### config.mk
export PLATFORM = sky130hd
export DESIGN_NAME = word_join
export DESIGN_NICKNAME = d
export VERILOG_FILES = /design/src/rtl/word_join.sv
export SDC_FILE = /design/constraint.sdc
export NUM_CORES = 1
export LEC_CHECK = 0
export ABC_AREA = 1
export CORE_AREA = 2 2 132 83
export DETAILED_ROUTE_END_ITERATION = 8
export DIE_AREA = 0 0 134 85
export GPL_TIMING_DRIVEN = 0
export PLACE_DENSITY = 0.61
export SETUP_SLACK_MARGIN = 0.4
export SYNTH_ARGS = -nofsm -noshare
export SYNTH_HDL_FRONTEND = slang
export SYNTH_SLANG_ARGS = --single-unit
export TNS_END_PERCENT = 30
### constraint.sdc
create_clock -name clock -period 3.1 [get_ports clock]
set_clock_uncertainty 0.1 [all_clocks]
set_input_delay 0.62 -clock clock [delete_from_list [all_inputs] [get_ports clock]]
set_output_delay 0.62 -clock clock [all_outputs]
set_load 0.01 [all_outputs]
### src/rtl/word_join.sv
// Reassembles a serial byte stream into MSB-first words held in a small output FIFO.
// Latency: last byte to out_valid is 1 clock; word_out always shows the FIFO head.
// Backpressure: in_ready drops only for a completing byte while the FIFO is full, or during clear.
module word_join #(
  parameter int WORD_IN_SIZE  = 8,
  parameter int WORD_OUT_SIZE = 32,
  parameter int FIFO_DEPTH    = 2,
  localparam int BYTES = WORD_OUT_SIZE / WORD_IN_SIZE,
  localparam int BCW   = (BYTES > 1) ? $clog2(BYTES) : 1,
  localparam int PW    = (FIFO_DEPTH > 1) ? $clog2(FIFO_DEPTH) : 1,
  localparam int LW    = $clog2(FIFO_DEPTH) + 1
) (
  input  logic                     clock,
  input  logic                     reset,
  input  logic [WORD_IN_SIZE-1:0]  data_in,
  input  logic                     in_valid,
  output logic                     in_ready,
  input  logic                     clear,
  output logic [WORD_OUT_SIZE-1:0] word_out,
  output logic                     out_valid,
  input  logic                     out_ready,
  output logic [BCW-1:0]           byte_count,
  output logic [LW-1:0]            fifo_level
);

  logic [WORD_OUT_SIZE-1:0] assembly;
  logic [WORD_OUT_SIZE-1:0] full_word;
  logic [WORD_OUT_SIZE-1:0] mem [FIFO_DEPTH];
  logic [PW-1:0]            wr_ptr;
  logic [PW-1:0]            rd_ptr;
  logic                     last_byte;
  logic                     fifo_full;
  logic                     accept;
  logic                     push;
  logic                     pop;

  assign last_byte = (byte_count == BCW'(BYTES - 1));
  assign fifo_full = (fifo_level == LW'(FIFO_DEPTH));
  // Only registered state feeds in_ready (plus clear), so a same-cycle pop cannot open a full FIFO.
  assign in_ready  = !clear && (!last_byte || !fifo_full);
  assign accept    = in_valid && in_ready;
  assign push      = accept && last_byte;
  assign out_valid = (fifo_level != '0);
  assign pop       = out_valid && out_ready;
  assign full_word = {assembly[WORD_OUT_SIZE-WORD_IN_SIZE-1:0], data_in};
  assign word_out  = mem[rd_ptr];

  always_ff @(posedge clock or negedge reset) begin
    if (!reset) begin
      assembly   <= '0;
      byte_count <= '0;
    end else if (clear) begin
      assembly   <= '0;
      byte_count <= '0;
    end else if (accept) begin
      assembly   <= full_word;
      byte_count <= last_byte ? '0 : byte_count + BCW'(1);
    end
  end

  always_ff @(posedge clock or negedge reset) begin
    if (!reset) begin
      for (int i = 0; i < FIFO_DEPTH; i++) mem[i] <= '0;
      wr_ptr     <= '0;
      rd_ptr     <= '0;
      fifo_level <= '0;
    end else begin
      if (push) begin
        mem[wr_ptr] <= full_word;
        wr_ptr      <= wr_ptr + PW'(1);
      end
      if (pop) rd_ptr <= rd_ptr + PW'(1);
      case ({push, pop})
        2'b10:   fifo_level <= fifo_level + LW'(1);
        2'b01:   fifo_level <= fifo_level - LW'(1);
        default: fifo_level <= fifo_level;
      endcase
    end
  end

endmodule

==> key figures, run 1 <==
Run status
  • Outcome: completed

Setup path
  • Critical path depth in cells: 4
  • R2R Setup Slk: 0.79 ns
  • CP Class: reg -> out
  • Critical Path RT: 2.38 ns
  • CP Buf/Inv Count: 3
  • Reg-to-reg endpoint: fifo_level[1]
  • Arrival time at the worst endpoint: 1.95 ns
  • Crit-path cells: clkbuf_4, clkbuf_2, o21ai_0, clkdlybuf4s50_1
  • Reg-to-Reg Start: byte_count[0]
  • R2R depth: 7
  • Critical Path Sink Type: output port
  • CP top delay family: buffers and inverters
  • Critical path's largest stage delay: 0.57 ns
  • CP startpoint kind: register
  • Crit Path Max Fanout: 10
  • Slowest CP cell: clkdlybuf4s50_1

Layout
  • Layout Nets: 619
  • Commonest non-fill, non-tap cell in the layout: nand2_1
  • Layout cells sized above 1: 7.55%
  • Antenna diodes: 0
  • Final Util: 54.2%
  • Final std cells w/o fill: 748
  • P&R area growth vs syn: 23.6%
  • Storage cell area: 2350 um^2
  • # fillers: 946
  • Multi-input gate area: 1650 um^2
  • Most frequent cells in the layout: nand2_1 (193), dfrtp_1 (94), inv_1 (75)

Clocking
  • CTS Buffer Depth: 2
  • Clock sinks: 94
  • Cts bufs inserted: 9
  • Post-CTS setup buffer count: 0
  • Clock slew at reported path FFs: 0.06 ns
  • H-tree depth: 3
  • TritonCTS clock tree: done
  • Clock root cell: clkbuf_16
  • CTS Hold Bufs: 0
  • Worst-skew pair later-pin latency: 0.34 ns

Worst hold path
  • Min-Delay Path Class: in -> async

Floorplanning
  • Die area: 11400 um^2
  • Starting density of the core: 43.8%
  • Die H: 85 um
  • Die X: 134 um
  • Std cell rows: 29
  • Core area: 10200 um^2
  • I/O pin cnt: 51

Placed design
  • Hpwl dp: 7930 um
  • Port Buffers: 50
  • Gp weighted congestion: 0.836
  • Placed Cells: 732

Synthesis
  • Cell accounting for the most synthesized area: dfrtp_1
  • Number of distinct library cells after synthesis: 22
  • Sequential-to-total area share from yosys stat: 52.7%
  • Post-Synthesis Cells: 542
  • Synthesis-stage register bit count: 94
  • Ys Warns: 0
  • Top cells by area, synth: dfrtp_1 (53%), nand2_1 (16%), o21bai_1 (11%)
  • Top cell type's share of synthesized area: 52.7%
  • Mean Syn Cell Area: 8.24 um^2
  • Area of the mapped netlist: 4470 um^2
  • Syn_nets: 557

Pwr
  • P_leak: 2.69 nW
  • Total power: 0.00489 W
  • IR drop worst, VDD: 0.414 mV
  • Pwr dens: 886 nW/um^2

STA
  • RSZ-0062 raised after global routing: true
  • Slew Viols, Final: 0
  • Slew headroom: 61.8%
  • WHS: 0.0959 ns
  • Worst slew pin tran: 0.574 ns
  • Fmax: 374 MHz
  • Final setup viols: 0
  • Final worst-path cycle share: 86.2%
  • Final Hold Fails: 0
  • Post-layout min period: 2.67 ns

Routing
  • Vias/cell: 4.89
  • DRC violations left: 0
  • Post-route ant nets: 0
  • WL final: 11400 um
  • Initial drt markers: 269
  • WL per Instance: 15.2 um
  • Via count: 3658
  • DR pass1 iterations: 4

Global routing
  • Vias in the first global route: 3731
  • First-pass GRT wire length: 19200 um
  • Pin count of the biggest net entering global routing: 67
  • Initial antenna violation count: 0
  • GRT Total Usage: 21.8%
  • Gr ovfl total: 0

Flow run
  • Max-cap viol count: 0
[sequential cells by signal, summed over array words and instances, names as in the netlist]
register    flops
wr_ptr          1
fifo_level      2
assembly       24
rd_ptr          1
byte_count      2
mem            64
[stage by stage]
stage | area [um^2] | TNS [ns] | setup slack, ns
finish | 5520 | 0 | 0.429
floorplan | 4470 | 0 | 1.13
detailed placement | 5170 | 0 | 0.161
CTS | 5510 | 0 | 0.347
global route | 5520 | 0 | 0.347
global placement | 5140 | -222.23 | -2.37
[worst reg2reg max path: cells and delay by family, from the launching register on]
kind | cells | cell delay [ns]
compound gates | 2 | 0.25
flops | 1 | 0.43
xor+xnor | 1 | 0.15
buf+inv | 1 | 0.45
fa+ha+maj | 2 | 0.62
simple gates | 1 | 0.18
[area by class of cell]
cell class | count | area share (%)
buffer | 32 | 3.42
clock buffer | 10 | 4.33
clock inverter | 6 | 1.54
inverter | 79 | 5.37
multi-input combinational | 337 | 29.9
sequential | 94 | 42.6
tap | 139 | 3.15
timing repair buffer | 51 | 9.70
[routing by layer]
metal / up-vias / part of all wire, % / GRT usage (%)
met4: 0 / 0.80 / 5.42
met2: 73 / 42 / 31.8
met1: 1780 / 52 / 32.7
met3: 7 / 5.2 / 5.14
met5: - / 0 / 0
li1: 1798 / - / -
[what timing repair did]
action,4_1_cts,5_1_grt
pin swaps,0,0
setup endpoints to repair,33,21
gates resized for setup,13,8
[cells by family (layout without fill, tap and decap cells)]
family | count (synthesis) | in the layout | share of synthesized area, %
and+or+nand+nor | 217 | 217 | 19.2
AOI/OAI and AO/OA | 114 | 114 | 16.4
buffers and inverters | 111 | 178 | 10.4
DFF | 94 | 94 | 52.7
xor gates and xnor gates | 4 | 4 | 0.784
adders and majority gates | 2 | 2 | 0.560
[how the worst max path moves through the flow]
stage                  start            end  slack [ns]
4_1_cts                clear       in_ready        0.35
3_3_place_gp           reset        mem[36]       -2.37
2_1_floorplan  byte_count[0]  fifo_level[1]        1.13
3_5_place_dp           clear       in_ready        0.16
6_report              rd_ptr   word_out[16]        0.43
5_1_grt               rd_ptr   word_out[16]        0.35
[where the power goes]
group | switching [W] | internal (W) | total (W)
logic | 0.00103 | 0.000943 | 0.00197
clock network | 0.000473 | 0.000726 | 0.00120
registers | 0.000167 | 0.00155 | 0.00172
total | 0.00167 | 0.00322 | 0.00489
[Yosys cell counts (all sizes together)]
master,number
a21oi,1
buf,17
clkbuf,15
clkinv,1
dfrtp,94
ha,2
inv,78
nand2,193
nand3,20
nand4,1
nor2,2
nor3,1
o21ai,49
o21bai,64
xnor2,2
xor2,2
No activity file was read; power rests on OpenSTA's default activity.
==> run 2: changes to the inputs <==
--- a/config.mk
+++ b/config.mk
@@ -10,8 +10,10 @@
 export DETAILED_ROUTE_END_ITERATION = 8
 export DIE_AREA = 0 0 134 85
 export GPL_TIMING_DRIVEN = 0
+export HOLD_SLACK_MARGIN = 0.12
 export PLACE_DENSITY = 0.61
 export SETUP_SLACK_MARGIN = 0.4
+export SLEW_MARGIN = 20
 export SYNTH_ARGS = -nofsm -noshare
 export SYNTH_HDL_FRONTEND = slang
 export SYNTH_SLANG_ARGS = --single-unit
==> run 2 against run 1 <==
  * Power about the same
  * Routed wire length fell by 0.88%
  * First-iteration DRC count increased by 16%
  * Sequential share of layout area down 0.087 points
  * Fmax rose by 1.4%
  * Register-to-register slack is essentially flat
  * Utilization increased by 0.11 points
  * Non-clock buffer count increased by 1
  * Sequential power about the same
  * Design area grew 0.20%
  * Hold slack improved by 0.32 ns
  * Combinational power about the same
  * Largest cell class unchanged
==> key figures, run 2 (same netlist as run 1, synthesis figures left out) <==
Clocking
  • TritonCTS clock tree: done
  • Clock sinks: 94
  • Cts bufs inserted: 9
  • Clock slew at reported path FFs: 0.07 ns
  • Worst-skew pair later-pin latency: 0.34 ns
  • H-tree depth: 3
  • CTS Buffer Depth: 2
  • Clock root cell: clkbuf_16

Routing
  • DR pass1 iterations: 5
  • Post-route ant nets: 0
  • Vias/cell: 4.91
  • Via count: 3671
  • Initial drt markers: 311
  • WL per Instance: 15.1 um
  • DRC violations left: 0
  • WL final: 11300 um

Layout
  • Antenna diodes: 0
  • Design Area, Final: 5530 um^2
  • Most flops, register: mem
  • Final std cells w/o fill: 748
  • Commonest non-fill, non-tap cell in the layout: nand2_1
  • Regs by FF count: mem: 64 flops, assembly: 24 flops
  • # fillers: 943
  • Max reg flops: 64
  • P&R area growth vs syn: 23.9%
  • Layout cells sized above 1: 7.39%
  • Layout Nets: 620
  • Final Util: 54.3%
  • Most frequent cells in the layout: nand2_1 (193), dfrtp_1 (94), inv_1 (75)

STA
  • Worst slew pin tran: 0.583 ns
  • Post-layout min period: 2.63 ns
  • Slew headroom: 61.1%
  • RSZ-0062 raised after global routing: true
  • Slew Viols, Final: 0
  • Final Hold Fails: 0
  • Final worst-path cycle share: 85.0%
  • WHS: 0.416 ns
  • Final worst setup slack: 0.466 ns
  • Fmax: 380 MHz
  • Final setup viols: 0

Setup path
  • Critical Path Sink Type: output port
  • Crit Path Max Fanout: 10
  • Reg-to-Reg Start: byte_count[0]
  • Arrival time at the worst endpoint: 1.91 ns
  • Reg-to-reg endpoint: fifo_level[1]
  • Critical path's largest stage delay: 0.57 ns
  • R2R depth: 7
  • Critical path depth in cells: 4
  • R2R Setup Slk: 0.79 ns
  • CP Buf/Inv Count: 3
  • CP Class: reg -> out
  • Crit-path cells: clkbuf_4, clkbuf_4, o21ai_0, clkdlybuf4s50_1
  • CP startpoint kind: register
  • Critical Path Source: rd_ptr
  • CP endpoint: word_out[24]
  • CP most frequent cell: clkbuf_4
  • Slowest CP cell: clkdlybuf4s50_1
  • CP top delay family: buffers and inverters
  • Critical Path RT: 2.38 ns

Global routing
  • GRT Total Usage: 22.0%
  • Pin count of the biggest net entering global routing: 78
  • First-pass GRT wire length: 19400 um
  • Initial antenna violation count: 0
  • Gr ovfl total: 0
  • Vias in the first global route: 3708

Pwr
  • P_leak: 2.70 nW
  • Pwr dens: 884 nW/um^2
  • Logic pwr share: 40.3%
  • Clock power share: 24.6%
  • Sw frac: 33.8%
  • Seq pwr share: 35.1%
  • Net switching power: 0.00165 W
  • Internal power: 0.00324 W
  • IR drop worst, VDD: 0.435 mV

Flow run
  • Max-cap viol count: 0

Placed design
  • Setup WS pre-CTS: 0.142 ns
  • Port Buffers: 50
  • Hpwl dp: 7960 um
  • Gp weighted congestion: 0.836
  • Placed inst area: 5170 um^2
  • Placed Cells: 732

Floorplanning
  • Die X: 134 um
  • Std cell rows: 29
  • Starting density of the core: 43.8%
  • I/O pin cnt: 51
  • Die area: 11400 um^2
  • Core area: 10200 um^2
  • Die H: 85 um

Worst hold path
  • Min-Delay Path Class: reg -> reg

Run status
  • Outcome: completed
==> run 2: per-layer routing <==
layer	GRT usage, %	wire, um	vias to the layer above
li1	-	-	1795
met5	0	0	-
met2	30.5	4620	85
met4	6.67	153	0
met3	5.20	669	11
met1	33.9	5860	1780
==> run 2: how the worst min path moves through the flow <==
| stage | to | slack [ns] | startpoint | cells after the start |
|---|---|---|---|---|
| after floorplan | assembly[0] | 0.22 | reset | 0 |
| after global placement | mem[31] | 0.40 | assembly[23] | 2 |
| after detailed placement | mem[19] | 0.37 | reset | 1 |
| after CTS | mem[25] | 0.42 | assembly[17] | 2 |
| after global routing | mem[31] | 0.44 | assembly[23] | 2 |
| final | mem[25] | 0.42 | assembly[17] | 2 |
==> run 2: power by group through the flow <==
| stage | combinational, W | sequential [W] | clock (W) |
|---|---|---|---|
| 6_report | 0.00197 | 0.00172 | 0.00120 |
| 5_1_grt | 0.00220 | 0.00176 | 0.00129 |
| 2_1_floorplan | 0.00105 | 0.00170 | 0 |
| 4_1_cts | 0.00200 | 0.00172 | 0.00122 |
| 3_3_place_gp | 0.00192 | 0.00173 | 0 |
| 3_5_place_dp | 0.00196 | 0.00174 | 0 |
==> run 2: what timing repair did <==
action,in CTS,in global routing
endpoints found under the setup margin,33,16
hold endpoints to repair,17,0
gates resized for setup,15,4
hold buffers,1,0
setup buffers,0,0
==> run 2: layout make-up <==
cell class	instances	area (um^2)	area share [%]
Buffer	32	191	3.46
Clock buffer	11	253	4.57
Clock inverter	4	70.1	1.27
Inverter	79	297	5.36
Multi-Input combinational cell	337	1650	29.8
Sequential cell	94	2350	42.5
Tap cell	139	174	3.14
Timing Repair Buffer	52	546	9.86
==> run 2: stage by stage <==
stage               power [W]  setup TNS (ns)
floorplan             0.00276               0
global placement      0.00365         -222.23
detailed placement    0.00370               0
CTS                   0.00494               0
global route          0.00525               0
finish                0.00489               0
==> run 2: worst min-delay path, cell delays in order, from the launching register on <==
cell and delay, ns:
dfrtp_1 0.37, nand2_1 0.06, nand2_1 0.06
==> run 3: changes to the inputs <==
==> constraint.sdc (replaced) <==
create_clock -name clock -period 2.7 [get_ports clock]
set_clock_uncertainty 0.1 [all_clocks]
set_input_delay 0.54 -clock clock [delete_from_list [all_inputs] [get_ports clock]]
set_output_delay 0.54 -clock clock [all_outputs]
set_load 0.01 [all_outputs]
==> run 3 against run 2 <==
  * Cell count unchanged
  * Sequential share of layout area decreased by 0.22 points
  * Clock power increased by 15%
  * Combinational power increased by 14%
  * Non-clock buffer count unchanged
  * Clock-buffer cell count unchanged
  * First-iteration DRC count increased by 8.4%
  * Register-to-register slack got worse by 0.17 ns
  * Routed wire length increased by 0.22%
  * Power increased by 15%
  * Critical path type unchanged
  * Critical endpoint is now word_out[10]
==> key figures, run 3 (same netlist as run 1, synthesis figures left out) <==
Run status
  • Outcome: completed

STA
  • Slew headroom: 63.6%
  • Setup TNS: 0 ns
  • Post-layout min period: 2.49 ns
  • Final Hold Fails: 0
  • RSZ-0062 raised after global routing: true
  • Final worst-path cycle share: 92.1%
  • Worst slew pin tran: 0.546 ns
  • Slew Viols, Final: 0
  • Fmax: 402 MHz
  • Final setup viols: 0

Routing
  • Vias/cell: 4.96
  • Via count: 3707
  • Initial drt markers: 337
  • DR pass1 iterations: 5
  • WL final: 11300 um
  • DRC violations left: 0
  • WL per Instance: 15.1 um
  • Post-route ant nets: 0

Flow run
  • Max-cap viol count: 0

Worst hold path
  • Min-Delay Path Class: reg -> reg

Global routing
  • GRT Total Usage: 22.0%
  • First-pass GRT wire length: 19400 um
  • Gr busiest metal: met1
  • Met1 Usage GRT: 34.1%
  • Gr ovfl total: 0
  • GRT met3 Usage: 5.20%
  • Initial antenna violation count: 0
  • Routing usage on met2: 30.3%
  • Pin count of the biggest net entering global routing: 78
  • Vias in the first global route: 3718

Layout
  • Layout cells sized above 1: 7.55%
  • Most frequent cells in the layout: nand2_1 (193), dfrtp_1 (94), inv_1 (75)
  • Max reg flops: 64
  • Most flops, register: mem
  • Layout Nets: 620
  • P&R area growth vs syn: 24.5%
  • Antenna diodes: 0
  • Regs by FF count: mem: 64 flops, assembly: 24 flops
  • Final std cells w/o fill: 748
  • Commonest non-fill, non-tap cell in the layout: nand2_1

Floorplanning
  • Die H: 85 um
  • Starting density of the core: 43.8%
  • Die X: 134 um
  • I/O pin cnt: 51
  • Die area: 11400 um^2
  • Core area: 10200 um^2
  • Std cell rows: 29

Setup path
  • Slowest CP cell: clkdlybuf4s50_1
  • CP top delay family: buffers and inverters
  • Crit Path Max Fanout: 10
  • Crit-path cells: clkbuf_1, o21ai_0, clkdlybuf4s50_1
  • CP startpoint kind: register
  • Arrival time at the worst endpoint: 1.85 ns
  • R2R Setup Slk: 0.62 ns
  • CP Class: reg -> out
  • Critical Path RT: 2.06 ns
  • Critical path's largest stage delay: 0.58 ns
  • CP Buf/Inv Count: 2
  • Critical Path Sink Type: output port

Clocking
  • Worst-skew pair later-pin latency: 0.34 ns
  • Clock sinks: 94
  • TritonCTS clock tree: done
  • Clock slew at reported path FFs: 0.07 ns
  • CTS Buffer Depth: 2
  • H-tree depth: 3
  • Cts bufs inserted: 9
  • Clock root cell: clkbuf_16
  • Post-CTS setup buffer count: 0

Placed design
  • Gp weighted congestion: 0.836
  • Port Buffers: 50
  • Hpwl dp: 7960 um
  • Placed Cells: 732

Pwr
  • P_leak: 2.72 nW
  • Seq pwr share: 35.2%
  • IR drop worst, VDD: 0.506 mV
  • Sw frac: 33.9%
  • Internal power: 0.00370 W
  • Clock power share: 24.6%
  • Logic pwr share: 40.1%
  • Pwr dens: 1010 nW/um^2
  • Net switching power: 0.00190 W
==> run 3: changes by cell type in the layout (fill, tap and decap cells not counted), moves of 2 or more <==
cell	before	now
o21ai_1	3	7
clkdlybuf4s50_1	45	34
dlygate4sd2_1	1	10
clkbuf_8	2	7
clkbuf_4	6	2
o21ai_0	46	42
dlymetal6s2s_1	3	5
==> run 3: routing by layer <==
| metal | part of all wire, % | up-vias | routed length, um |
|---|---|---|---|
| li1 | - | 1800 | - |
| met3 | 5.9 | 11 | 671 |
| met5 | 0 | - | 0 |
| met2 | 41 | 97 | 4620 |
| met1 | 52 | 1799 | 5880 |
| met4 | 1.4 | 0 | 153 |
==> run 3: path summary, 6_finish.rpt <==
check | to | start | cells past startpoint
worst max-delay path | word_out[10] | rd_ptr | 3
worst min-delay path | mem[25] | assembly[17] | 2
worst max register to register | fifo_level[1] | byte_count[0] | 7
worst min register to register | mem[25] | assembly[17] | 2
max in group asynchronous | mem[35] | reset | 3
min in group asynchronous | mem[19] | reset | 2
==> run 3: final cells by class <==
type,count,area (um^2)
timing repair buffer,52,539
clock inverter,4,70.1
buffer,32,226
fill,945,4630
clock buffer,11,253
sequential,94,2350
multi-input combinational,337,1650
tap,139,174
inverter,79,297
==> run 3: through the flow <==
stage / area [um^2] / hold slack [ns] / utilization (%) / power, W / worst slack, ns
final: 5560 / 0.415 / 54.5 / 0.00561 / 0.213
after global routing: 5560 / 0.436 / 54.5 / 0.00602 / 0.137
after CTS: 5550 / 0.418 / 54.4 / 0.00567 / 0.206
after detailed placement: 5170 / 0.288 / 50.7 / 0.00424 / -0.0979
after global placement: 5140 / 0.397 / 50.4 / 0.00419 / -2.69
after floorplan: 4470 / 0.144 / - / 0.00316 / 0.733
==> run 3: timing repair <==
item	in CTS	in global routing
setup endpoints to repair	34	27
resized for setup	33	10
hold buffers	1	0
hold endpoints to repair	17	0
==> run 3: power groups by stage <==
stage	Sequential, W	Clock, W	Combinational, W
final	0.00197	0.00138	0.00225
after floorplan	0.00195	0	0.00121
after global routing	0.00202	0.00148	0.00251
after global placement	0.00198	0	0.00221
after CTS	0.00197	0.00141	0.00229
after detailed placement	0.00200	0	0.00225
==> run 3: worst min-delay path, cell delays in order (launching register included) <==
cell     delay (ns)
dfrtp_1        0.37
nand2_1        0.06
nand2_1        0.06
